## src/rtl/cordic_pkg.sv

```systemverilog
// Shared CORDIC definitions for the QR array: widths, gain constant, state encoding and
// narrowing helpers. Define ROTATION_MODE_SAT_EN to saturate instead of wrap.
package cordic_pkg;

    localparam int unsigned DW   = 13;
    localparam int unsigned ITER = 8;
    localparam int unsigned IW   = $clog2(ITER);
    localparam int unsigned PW   = 25;
    localparam logic [9:0]  K    = 10'b1001101110;

    typedef enum logic [1:0] {
        StIdle = 2'd0,
        StExe  = 2'd1,
        StDone = 2'd2
    } state_t;

    localparam logic signed [DW-1:0] MaxVal = {1'b0, {(DW-1){1'b1}}};
    localparam logic signed [DW-1:0] MinVal = {1'b1, {(DW-1){1'b0}}};

    // Narrow a 14-bit micro-rotation sum back to the data width.
    function automatic logic signed [DW-1:0] narrow(input logic signed [DW:0] s);
`ifdef ROTATION_MODE_SAT_EN
        if (s[DW] != s[DW-1]) begin
            narrow = s[DW] ? MinVal : MaxVal;
        end else begin
            narrow = {s[DW], s[DW-2:0]};
        end
`else
        narrow = {s[DW], s[DW-2:0]};
`endif
    endfunction

    // Multiply by K (Q0.10) and drop the fractional bits.
    function automatic logic signed [DW-1:0] gain(input logic signed [DW-1:0] x);
        logic signed [PW-1:0] xe;
        logic signed [PW-1:0] ke;
        logic signed [PW-1:0] p;
        xe = PW'(x);
        ke = PW'({1'b0, K});
        p  = xe * ke;
`ifdef ROTATION_MODE_SAT_EN
        if ((p[PW-1:PW-3] != 3'b000) && (p[PW-1:PW-3] != 3'b111)) begin
            gain = p[PW-1] ? MinVal : MaxVal;
        end else begin
            gain = {p[PW-1], p[PW-4:10]};
        end
`else
        gain = {p[PW-1], p[PW-4:10]};
`endif
    endfunction

endpackage

```

## src/rtl/cordic_pair_stage.sv

```systemverilog
// Combinational pair of CORDIC micro-rotations: rotation iter then iter+1 on the narrowed
// intermediate result. Shared between vector and rotation mode.
module cordic_pair_stage
    import cordic_pkg::*;
(
    input  logic signed [DW-1:0] x,
    input  logic signed [DW-1:0] y,
    input  logic [1:0]           dir,
    input  logic [IW-1:0]        iter,
    output logic signed [DW-1:0] x_next,
    output logic signed [DW-1:0] y_next
);

    logic [IW-1:0]        iter1;
    logic signed [DW-1:0] xsh0, ysh0, xsh1, ysh1, x1, y1;
    logic signed [DW:0]   sx0, sy0, sx1, sy1;

    always_comb begin
        iter1 = iter + IW'(1);
        xsh0  = x >>> iter;
        ysh0  = y >>> iter;
        // dir=1 rotates counter-clockwise
        sx0 = dir[0] ? ((DW+1)'(x) - (DW+1)'(ysh0)) : ((DW+1)'(x) + (DW+1)'(ysh0));
        sy0 = dir[0] ? ((DW+1)'(y) + (DW+1)'(xsh0)) : ((DW+1)'(y) - (DW+1)'(xsh0));
        x1  = narrow(sx0);
        y1  = narrow(sy0);

        xsh1 = x1 >>> iter1;
        ysh1 = y1 >>> iter1;
        sx1  = dir[1] ? ((DW+1)'(x1) - (DW+1)'(ysh1)) : ((DW+1)'(x1) + (DW+1)'(ysh1));
        sy1  = dir[1] ? ((DW+1)'(y1) + (DW+1)'(xsh1)) : ((DW+1)'(y1) - (DW+1)'(xsh1));
        x_next = narrow(sx1);
        y_next = narrow(sy1);
    end

endmodule

```

## src/rtl/rotation_mode.sv

```systemverilog
// Givens-rotation stage: replays the vector-mode direction word on another element pair,
// two micro-rotations per cycle, then gain-compensates. ROTATION_MODE_SAT_EN selects saturation.
module rotation_mode
    import cordic_pkg::*;
(
    input  logic                 clk,
    input  logic                 reset,
    input  logic signed [DW-1:0] ori_X,
    input  logic signed [DW-1:0] ori_Y,
    input  logic [ITER-1:0]      sign_d,
    input  logic                 start,
    output logic                 ready,
    output logic signed [DW-1:0] rot_X,
    output logic signed [DW-1:0] rot_Y,
    output logic                 done
);

    state_t               state_q, state_d;
    logic signed [DW-1:0] x_q, x_d, y_q, y_d;
    logic [ITER-1:0]      dir_q, dir_d, dir_sh;
    logic [IW-1:0]        iter_q, iter_d;
    logic signed [DW-1:0] x_pair, y_pair;

    assign dir_sh = dir_q >> iter_q;

    cordic_pair_stage u_pair (
        .x      (x_q),
        .y      (y_q),
        .dir    (dir_sh[1:0]),
        .iter   (iter_q),
        .x_next (x_pair),
        .y_next (y_pair)
    );

    always_ff @(posedge clk or negedge reset) begin
        if (!reset) begin
            state_q <= StIdle;
            x_q     <= '0;
            y_q     <= '0;
            dir_q   <= '0;
            iter_q  <= '0;
        end else begin
            state_q <= state_d;
            x_q     <= x_d;
            y_q     <= y_d;
            dir_q   <= dir_d;
            iter_q  <= iter_d;
        end
    end

    always_comb begin
        state_d = state_q;
        x_d     = x_q;
        y_d     = y_q;
        dir_d   = dir_q;
        iter_d  = iter_q;
        unique case (state_q)
            StIdle: begin
                // Inputs are tracked every idle cycle so the start-edge values are captured.
                x_d    = ori_X;
                y_d    = ori_Y;
                dir_d  = sign_d;
                iter_d = '0;
                if (start) state_d = StExe;
            end
            StExe: begin
                x_d    = x_pair;
                y_d    = y_pair;
                iter_d = iter_q + IW'(2);
                if (iter_q == IW'(ITER - 2)) state_d = StDone;
            end
            StDone: state_d = StIdle;
            default: state_d = StIdle;
        endcase
    end

    always_comb begin
        ready = (state_q == StIdle);
        done  = (state_q == StDone);
        rot_X = done ? gain(x_q) : '0;
        rot_Y = done ? gain(y_q) : '0;
    end

endmodule

```

## config.mk

```make
export PLATFORM = sky130hd
export DESIGN_NAME = rotation_mode
export DESIGN_NICKNAME = d
export VERILOG_FILES = /design/src/rtl/cordic_pkg.sv /design/src/rtl/cordic_pair_stage.sv /design/src/rtl/rotation_mode.sv
export SDC_FILE = /design/constraint.sdc
export NUM_CORES = 1
export LEC_CHECK = 0
export ABC_AREA = 0
export CORE_UTILIZATION = 40
export CTS_CLUSTER_SIZE = 30
export DETAILED_ROUTE_END_ITERATION = 10
export GPL_TIMING_DRIVEN = 0
export HOLD_SLACK_MARGIN = 0.1
export SYNTH_ARGS = -nofsm -noshare
export SYNTH_HDL_FRONTEND = slang
export SYNTH_HIERARCHICAL = 1
export SYNTH_SLANG_ARGS = --single-unit
```

## constraint.sdc

```tcl
create_clock -name clk -period 8.3 [get_ports clk]
set_input_delay 2.075 -clock clk [delete_from_list [all_inputs] [get_ports clk]]
set_output_delay 2.075 -clock clk [all_outputs]
set_load 0.005 [all_outputs]
```

==> run_results.csv, run 1 <==
group,metric,value,unit
status,status,"complete, no violations",
critical_path,criticalPathCategory,"register to register",
yosys,synth_area,0.01317,mm2
global_route,grt_max_degree,27,
yosys,synth_edf_count,0,
global_route,met2_usage,42.23,%
global_route,antenna_found_initial,2,
yosys,avgSynthCellArea,8.066,um2
clock_network,holdBufCountCts,0,
floorplan,num_rows,66,
timing,hold_violations,0,
critical_path,cpPeakStageDelay,0.56,ns
final_layout,final_common_cell,"inv_1",
critical_path,reg2reg_setup_slack,0.29,ns
yosys,yosys_most_used_dff,"dfrtp_1",
final_layout,antenna_cells,0,
floorplan,io_pins,65,
flow_run,drv_cap,0,
yosys,async_flop_share,100.0,%
final_layout,final_cell_mix,"inv_1, ha_1, nand2_1",
critical_path,cp_max_fo,10,
critical_path,start_kind,"register",
yosys,ys.warnings.count,6,
floorplan,dieArea,0.03366,mm2
critical_path,worstPathArrival,8.22,ns
timing,min_period,8.007,ns
global_route,overflow,0,
hold_path,hold_class,"register to register",
final_layout,fin_nets,2011,
timing,clock_skew,0.01474,ns
global_route,grt_busiest_layer,"met2",
clock_network,clockBufferDepth,2,
drt,wl_per_cell,19.05,um
clock_network,cts_htree_levels,2,
critical_path,critPathRequiredTime,8.51,ns
drt,drtPass1Iterations,6,
global_route,grt_first_pass_wirelength,66400,um
clock_network,cts_buffers,5,
timing,timing.slew.headroom,41.68,%
floorplan,initial_utilization,40.59,%
yosys,syn_inst,1633,
critical_path,crit_path_frequent_cell,"xnor2_1",
clock_network,clk_latency,0.30,ns
yosys,synthDistinctLibCells,112,
clock_network,cts_tree,"yes",
final_layout,fin_util,46.04,%
floorplan,die_height,183.5,um
timing,setup_violations,0,
drt,drtAntennaViolNets,0,
clock_network,cts.sinks,38,
critical_path,critPathCaptureType,"register",
placed_design,routabilityCongestion,0.9622,
final_layout,area_growth,13.44,%
drt,route.detailed.drc,0,
drt,vias_per_cell,5.671,
placed_design,preCtsSetupSlack,-1.994,ns
global_route,grt_pass1_vias,12164,
floorplan,die_x,183.5,um
floorplan,core,0.03245,mm2
timing,rsz0062_at_grt,"true",
placed_design,dp_hpwl,33380,um
drt,drt-total-wl,41120,um
drt,vias,12237,
clock_network,cts_root_buf,"clkbuf_16",
yosys,ys_seq_area_share,7.220,%
global_route,grt_use_total,24.88,%
global_route,use_met1,33.37,%
global_route,grt_use_met3,1.288,%
timing,fin_ws,0.2935,ns
drt,drt-initial-drc-count,1016,
timing,maxSlewViolCount,0,
timing,worst_pin_slew,0.8686,ns
clock_network,path_clk_slew,0.08,ns
timing,fmax,0.1249,GHz
yosys,ys_ff_latch,38,
placed_design,portBuffers,64,
critical_path,slowest_stage,"mux4_2",
final_layout,drive_gt1_share,9.848,%
timing,period_share,96.46,%
Yosys cell counts (28+ instances only):
cell type | count | area, um2
clkbuf_1 | 39 | 146.4
inv_1 | 223 | 837.1
xor2_1 | 28 | 245.2
dfrtp_1 | 38 | 950.9
nor2_1 | 105 | 394.1
nor3_1 | 37 | 185.2
a21o_1 | 29 | 217.7
xnor2_1 | 62 | 543.0
ha_1 | 165 | 2064
o21ai_0 | 86 | 430.4
nand3_1 | 28 | 140.1
mux2i_1 | 55 | 550.5
a21oi_1 | 98 | 490.5
nand2_1 | 115 | 431.7
fa_1 | 94 | 1882
final timing paths:
check | to | depth (start not counted) | start
hold / removal | dir_q[6]$_DFFE_PN0P_ | 1 | dir_q[6]$_DFFE_PN0P_
setup / recovery | y_q[12]$_DFFE_PN0P_ | 31 | iter_q[1]$_DFFE_PN0P_
setup reg to reg | y_q[12]$_DFFE_PN0P_ | 31 | iter_q[1]$_DFFE_PN0P_
max in group asynchronous | iter_q[2]$_DFFE_PN0P_ | 2 | reset
hold reg to reg | dir_q[6]$_DFFE_PN0P_ | 1 | dir_q[6]$_DFFE_PN0P_
min in group asynchronous | x_q[2]$_DFFE_PN0P_ | 1 | reset
area by class of cell:
| class | count | area, um2 |
|---|---|---|
| Timing Repair Buffer | 76 | 738.2 |
| Inverter | 230 | 863.3 |
| Clock buffer | 6 | 138.9 |
| Tap cell | 442 | 553.0 |
| Multi-Input combinational cell | 1298 | 11280 |
| Buffer | 66 | 405.4 |
| Clock inverter | 2 | 12.51 |
| Sequential cell | 38 | 954.7 |
| Fill cell | 3309 | 17510 |
metrics by stage:
stage,TNS (ns),cells,hold slack [ns],instance area (um2)
floorplan,0,1634,0.4752,13180
global placement,-12.31,2140,0.4858,14370
detailed placement,-12.27,2141,0.4960,14380
CTS,0,2153,0.5104,14700
global route,-0.1019,2158,0.5284,14940
finish,0,2158,0.5075,14940
worst max-delay path, delay by kind of cell, from the launching register on:
family | cells | cell delay [ns]
compound gates | 10 | 2.10
xor+xnor | 3 | 0.46
buf+inv | 3 | 0.52
mux | 6 | 1.96
fa+ha+maj | 2 | 0.60
simple gates | 7 | 1.85
flops | 1 | 0.40
state kept, by name, indices dropped and copies added, names as in the netlist:
signal   count
dir_q        8
iter_q       2
state_q      2
x_q         13
y_q         13
routing by layer:
layer | routed length [um] | vias up | part of all wire (%)
li1 | - | 5928 | -
met1 | 18830 | 5888 | 46
met2 | 19360 | 350 | 47
met3 | 1528 | 71 | 3.7
met4 | 1401 | 0 | 3.4
met5 | 0 | - | 0
logic make-up (layout without fill, tap and decap cells):
family / count (synthesis) / in the layout / share of synthesized area (%)
DFF: 38 / 38 / 7.220
AOI/OAI and AO/OA: 421 / 421 / 22.27
and+or+nand+nor: 434 / 434 / 16.44
muxes: 90 / 90 / 8.654
other: 1 / 2 / 0.02847
xor gates and xnor gates: 92 / 92 / 6.279
adders and majority gates: 259 / 259 / 29.96
buffers and inverters: 298 / 380 / 9.148
repair_timing:
action	CTS	global route
setup endpoints to repair	18	6
gates resized for setup	37	63
setup buffers	5	6
pin swaps	2	16
Power of run 1 is not shown: default switching activity piles up to over one toggle a cycle in this logic, so the estimate is an artifact.
==> run 2: changes to the inputs <==
Settings changed: PLACE_DENSITY set to 0.62, REMOVE_ABC_BUFFERS set to 1.
==> run_results.csv, run 2 (same netlist as run 1, synthesis figures left out) <==
group,metric,value,unit
critical_path,crit_path_frequent_cell,"nor2_1",
timing,period_share,96.96,%
critical_path,slowest_stage,"a211oi_1",
critical_path,critPathRequiredTime,8.44,ns
clock_network,cts_tree,"yes",
drt,drt-initial-drc-count,751,
drt,vias_per_cell,5.599,
clock_network,clockBufferDepth,2,
drt,route.detailed.drc,0,
global_route,grt_max_degree,90,
final_layout,top_regs,"x_q x13, y_q x13, dir_q x8",
timing,min_period,8.048,ns
global_route,grt_use_total,21.61,%
global_route,grt_pass1_vias,11592,
final_layout,fin_nets,1954,
critical_path,cpPeakStageDelay,0.57,ns
critical_path,worstReg2RegEnd,"y_q[12]$_DFFE_PN0P_",
timing,holdWs,0.5061,ns
critical_path,cp_max_fo,9,
flow_run,drv_cap,0,
clock_network,cts_buffers,5,
drt,wl_per_cell,17.17,um
final_layout,antenna_cells,0,
clock_network,cts_root_buf,"clkbuf_16",
critical_path,critPathCaptureType,"register",
clock_network,path_clk_slew,0.07,ns
final_layout,final_common_cell,"inv_1",
global_route,grt_first_pass_wirelength,59030,um
critical_path,worstSetupEndpoint,"y_q[12]$_DFFE_PN0P_",
final_layout,area_growth,12.13,%
clock_network,cts_htree_levels,2,
clock_network,cts.sinks,38,
clock_network,holdBufCountCts,0,
critical_path,worstPathArrival,8.19,ns
floorplan,num_rows,66,
placed_design,routabilityCongestion,0.9267,
critical_path,rr_startpoint,"iter_q[1]$_DFFE_PN0P_",
timing,setup_violations,0,
timing,timing.slew.headroom,21.69,%
critical_path,start_kind,"register",
placed_design,dp_hpwl,28190,um
floorplan,dieArea,0.03366,mm2
timing,maxSlewViolCount,0,
floorplan,die_x,183.5,um
drt,drt-total-wl,36080,um
global_route,antenna_found_initial,0,
drt,vias,11763,
timing,hold_violations,0,
global_route,overflow,0,
drt,drtAntennaViolNets,0,
critical_path,criticalPathCategory,"register to register",
timing,clock_skew,0.01244,ns
hold_path,hold_class,"register to register",
floorplan,io_pins,65,
critical_path,rr_worst_depth,32,
timing,rsz0062_at_grt,"true",
critical_path,reg2reg_setup_slack,0.25,ns
drt,drtPass1Iterations,5,
floorplan,initial_utilization,40.59,%
final_layout,regArea,975.9,um2
final_layout,fillCellCount,3222,
status,status,"complete, no violations",
final_layout,drive_gt1_share,9.524,%
floorplan,core,0.03245,mm2
floorplan,die_height,183.5,um
final_layout,multiInputGateArea,0.01131,mm2
final_layout,final_cell_mix,"inv_1, ha_1, nand2_1",
clock_network,clk_latency,0.30,ns
timing,worst_pin_slew,1.175,ns
timing,fmax,0.1243,GHz
critical_path,crit_start,"iter_q[1]$_DFFE_PN0P_",
placed_design,portBuffers,64,
run 2: changes by cell type in the layout (fill, tap and decap cells not counted), sizes merged:
cell,change
bufinv,+1
clkinv,-1
buf,-22
clkbuf,-34
clkinvlp,-1
run 2: routing by layer:
metal  global-route usage (%)  up-vias  share of wire, %
met5                        0        -                 0
met2                    36.86      256                48
met4                    7.833        0               3.1
met1                    29.03     5634                46
li1                         -     5817                 -
met3                   0.8914       56               3.1
run 2: final cells by class:
cell class	instances	share of cell area (%)
clock buffer	7	0.9658
multi-input combinational	1298	76.61
sequential	38	6.608
inverter	230	5.845
tap	442	3.744
timing repair buffer	85	6.023
clock inverter	1	0.2033
run 2: per-stage QoR:
stage / utilization (%) / area (um2) / setup TNS (ns) / worst slack [ns] / std cells
2_1_floorplan: - / 12830 / 0 / 0.5716 / 1566
3_3_place_gp: 43.22 / 14030 / -5.945 / -1.417 / 2072
3_5_place_dp: 43.56 / 14140 / -1.171 / -0.8047 / 2076
4_1_cts: 44.43 / 14420 / 0 / 0.006811 / 2086
5_1_grt: 45.51 / 14770 / -0.01748 / -0.01748 / 2101
6_report: 45.51 / 14770 / 0 / 0.2521 / 2101
run 2: critical path: cells and delay by family, from the launching register on:
family | cells | cell delay (ns)
xor gates and xnor gates | 3 | 0.54
muxes | 3 | 1.13
adders and majority gates | 2 | 0.70
DFF | 1 | 0.50
AOI/OAI and AO/OA | 11 | 3.11
buffers and inverters | 2 | 0.20
and+or+nand+nor | 11 | 1.72
run 2: what timing repair did:
action | 4_1_cts | 5_1_grt
pin swaps | 1 | 8
cloned | 0 | 0
setup endpoints to repair | 2 | 5
resized for setup | 16 | 52
hold endpoints to repair | 0 | 0
setup buffers | 2 | 15
run 2: worst min-delay path by stage:
stage / startpoint / endpoint / depth (start not counted)
finish: dir_q[1]$_DFFE_PN0P_ / dir_q[1]$_DFFE_PN0P_ / 1
global route: dir_q[7]$_DFFE_PN0P_ / dir_q[7]$_DFFE_PN0P_ / 1
CTS: dir_q[1]$_DFFE_PN0P_ / dir_q[1]$_DFFE_PN0P_ / 1
detailed placement: dir_q[1]$_DFFE_PN0P_ / dir_q[1]$_DFFE_PN0P_ / 1
global placement: dir_q[3]$_DFFE_PN0P_ / dir_q[3]$_DFFE_PN0P_ / 1
floorplan: dir_q[4]$_DFFE_PN0P_ / dir_q[4]$_DFFE_PN0P_ / 1
Power of run 2 is left out for the same reason.
==> run 3: changes to the inputs <==
Settings changed: CORE_MARGIN set to 3.
==> run_results.csv, run 3 (same netlist as run 1, synthesis figures left out) <==
group,metric,value,unit
status,status,"complete, no violations",
critical_path,cp_max_fo,11,
global_route,grt_pass1_vias,11627,
global_route,overflow,0,
timing,maxSlewViolCount,0,
timing,setup_violations,0,
final_layout,antenna_cells,0,
clock_network,cts_root_buf,"clkbuf_16",
final_layout,fin_area,0.01470,mm2
timing,fmax,0.1244,GHz
global_route,antenna_found_initial,0,
drt,wl_per_cell,17.58,um
global_route,grt_max_degree,90,
timing,worst_pin_slew,1.134,ns
final_layout,final_common_cell,"inv_1",
clock_network,clk_latency,0.30,ns
clock_network,clockBufferDepth,2,
critical_path,worstPathArrival,8.20,ns
timing,timing.slew.headroom,24.39,%
drt,vias_per_cell,5.714,
drt,route.detailed.drc,0,
timing,min_period,8.041,ns
placed_design,routabilityCongestion,0.9344,
drt,drtAntennaViolNets,0,
global_route,grt_first_pass_wirelength,59850,um
drt,drtPass1Iterations,5,
critical_path,path_buf_inv,2,
placed_design,portBuffers,64,
placed_design,dp_hpwl,28240,um
final_layout,fin_util,45.89,%
clock_network,path_clk_slew,0.08,ns
critical_path,slowest_stage,"dfrtp_2",
critical_path,cpLargestDelayFamily,"compound AO/OA/AOI/OAI gates",
floorplan,initial_utilization,41.11,%
drt,drt-initial-drc-count,929,
global_route,grt_use_total,20.41,%
floorplan,die_height,187.5,um
floorplan,dieArea,0.03514,mm2
critical_path,start_kind,"register",
clock_network,cts_htree_levels,2,
clock_network,cts_tree,"yes",
placed_design,place_area,0.01410,mm2
final_layout,fin_nets,1951,
drt,drt-total-wl,36750,um
floorplan,die_x,187.5,um
clock_network,cts.sinks,38,
final_layout,area_growth,11.64,%
timing,tns,0,ns
timing,hold_violations,0,
hold_path,hold_class,"register to register",
timing,clock_skew,0.01613,ns
critical_path,criticalPathCategory,"register to register",
floorplan,core,0.03204,mm2
drt,vias,11949,
final_layout,fillCellCount,3207,
final_layout,drive_gt1_share,9.239,%
clock_network,cts_buffers,5,
critical_path,cpPeakStageDelay,0.51,ns
final_layout,final_cell_mix,"inv_1, ha_1, nand2_1",
timing,period_share,96.87,%
timing,holdWs,0.5083,ns
final_layout,top_regs,"x_q x13, y_q x13, dir_q x8",
flow_run,drv_cap,0,
floorplan,num_rows,65,
critical_path,critPathRequiredTime,8.45,ns
critical_path,critPathCaptureType,"register",
floorplan,io_pins,65,
run 3: cell type report:
type / count / area, um2 / area share [%]
multi-input cells: 1298 / 11300 / 76.85
flip-flops and latches: 38 / 974.7 / 6.629
inverters: 230 / 863.3 / 5.871
repair buffers: 82 / 827.0 / 5.625
well taps: 435 / 544.3 / 3.701
clock buffers: 5 / 125.1 / 0.8509
clock inverters: 3 / 68.82 / 0.4680
run 3: worst paths after layout:
path,from,end,slack [ns],depth (start not counted)
max,x_q[6]$_DFFE_PN0P_,x_q[12]$_DFFE_PN0P_,0.26,36
min,dir_q[7]$_DFFE_PN0P_,dir_q[7]$_DFFE_PN0P_,0.51,1
max reg2reg,x_q[6]$_DFFE_PN0P_,x_q[12]$_DFFE_PN0P_,0.26,36
min reg2reg,dir_q[7]$_DFFE_PN0P_,dir_q[7]$_DFFE_PN0P_,0.51,1
max in group asynchronous,reset,iter_q[1]$_DFFE_PN0P_,6.07,2
min in group asynchronous,reset,x_q[1]$_DFFE_PN0P_,1.71,1
run 3: what timing repair did:
action / 4_1_cts / 5_1_grt
pin swaps: 2 / 3
endpoints found under the setup margin: 3 / 5
buffers inserted: 4 / 11
hold buffers: 0 / 0
gates cloned: 0 / 0
gates resized for setup: 12 / 54
run 3: metrics by stage:
stage | cells | setup WS, ns
final | 2091 | 0.2595
after global routing | 2091 | -0.06506
after CTS | 2080 | 0.006560
after detailed placement | 2068 | -0.8190
after global placement | 2065 | -1.414
after floorplan | 1566 | 0.5716
run 3: routing by layer:
layer / track usage [%] / part of all wire, % / up-vias
met5: 0 / 0 / -
met3: 1.481 / 5.3 / 62
met1: 29.00 / 47 / 5706
met4: 6.147 / 3.3 / 0
met2: 33.27 / 45 / 373
li1: - / - / 5808
Power of run 3 is left out for the same reason.
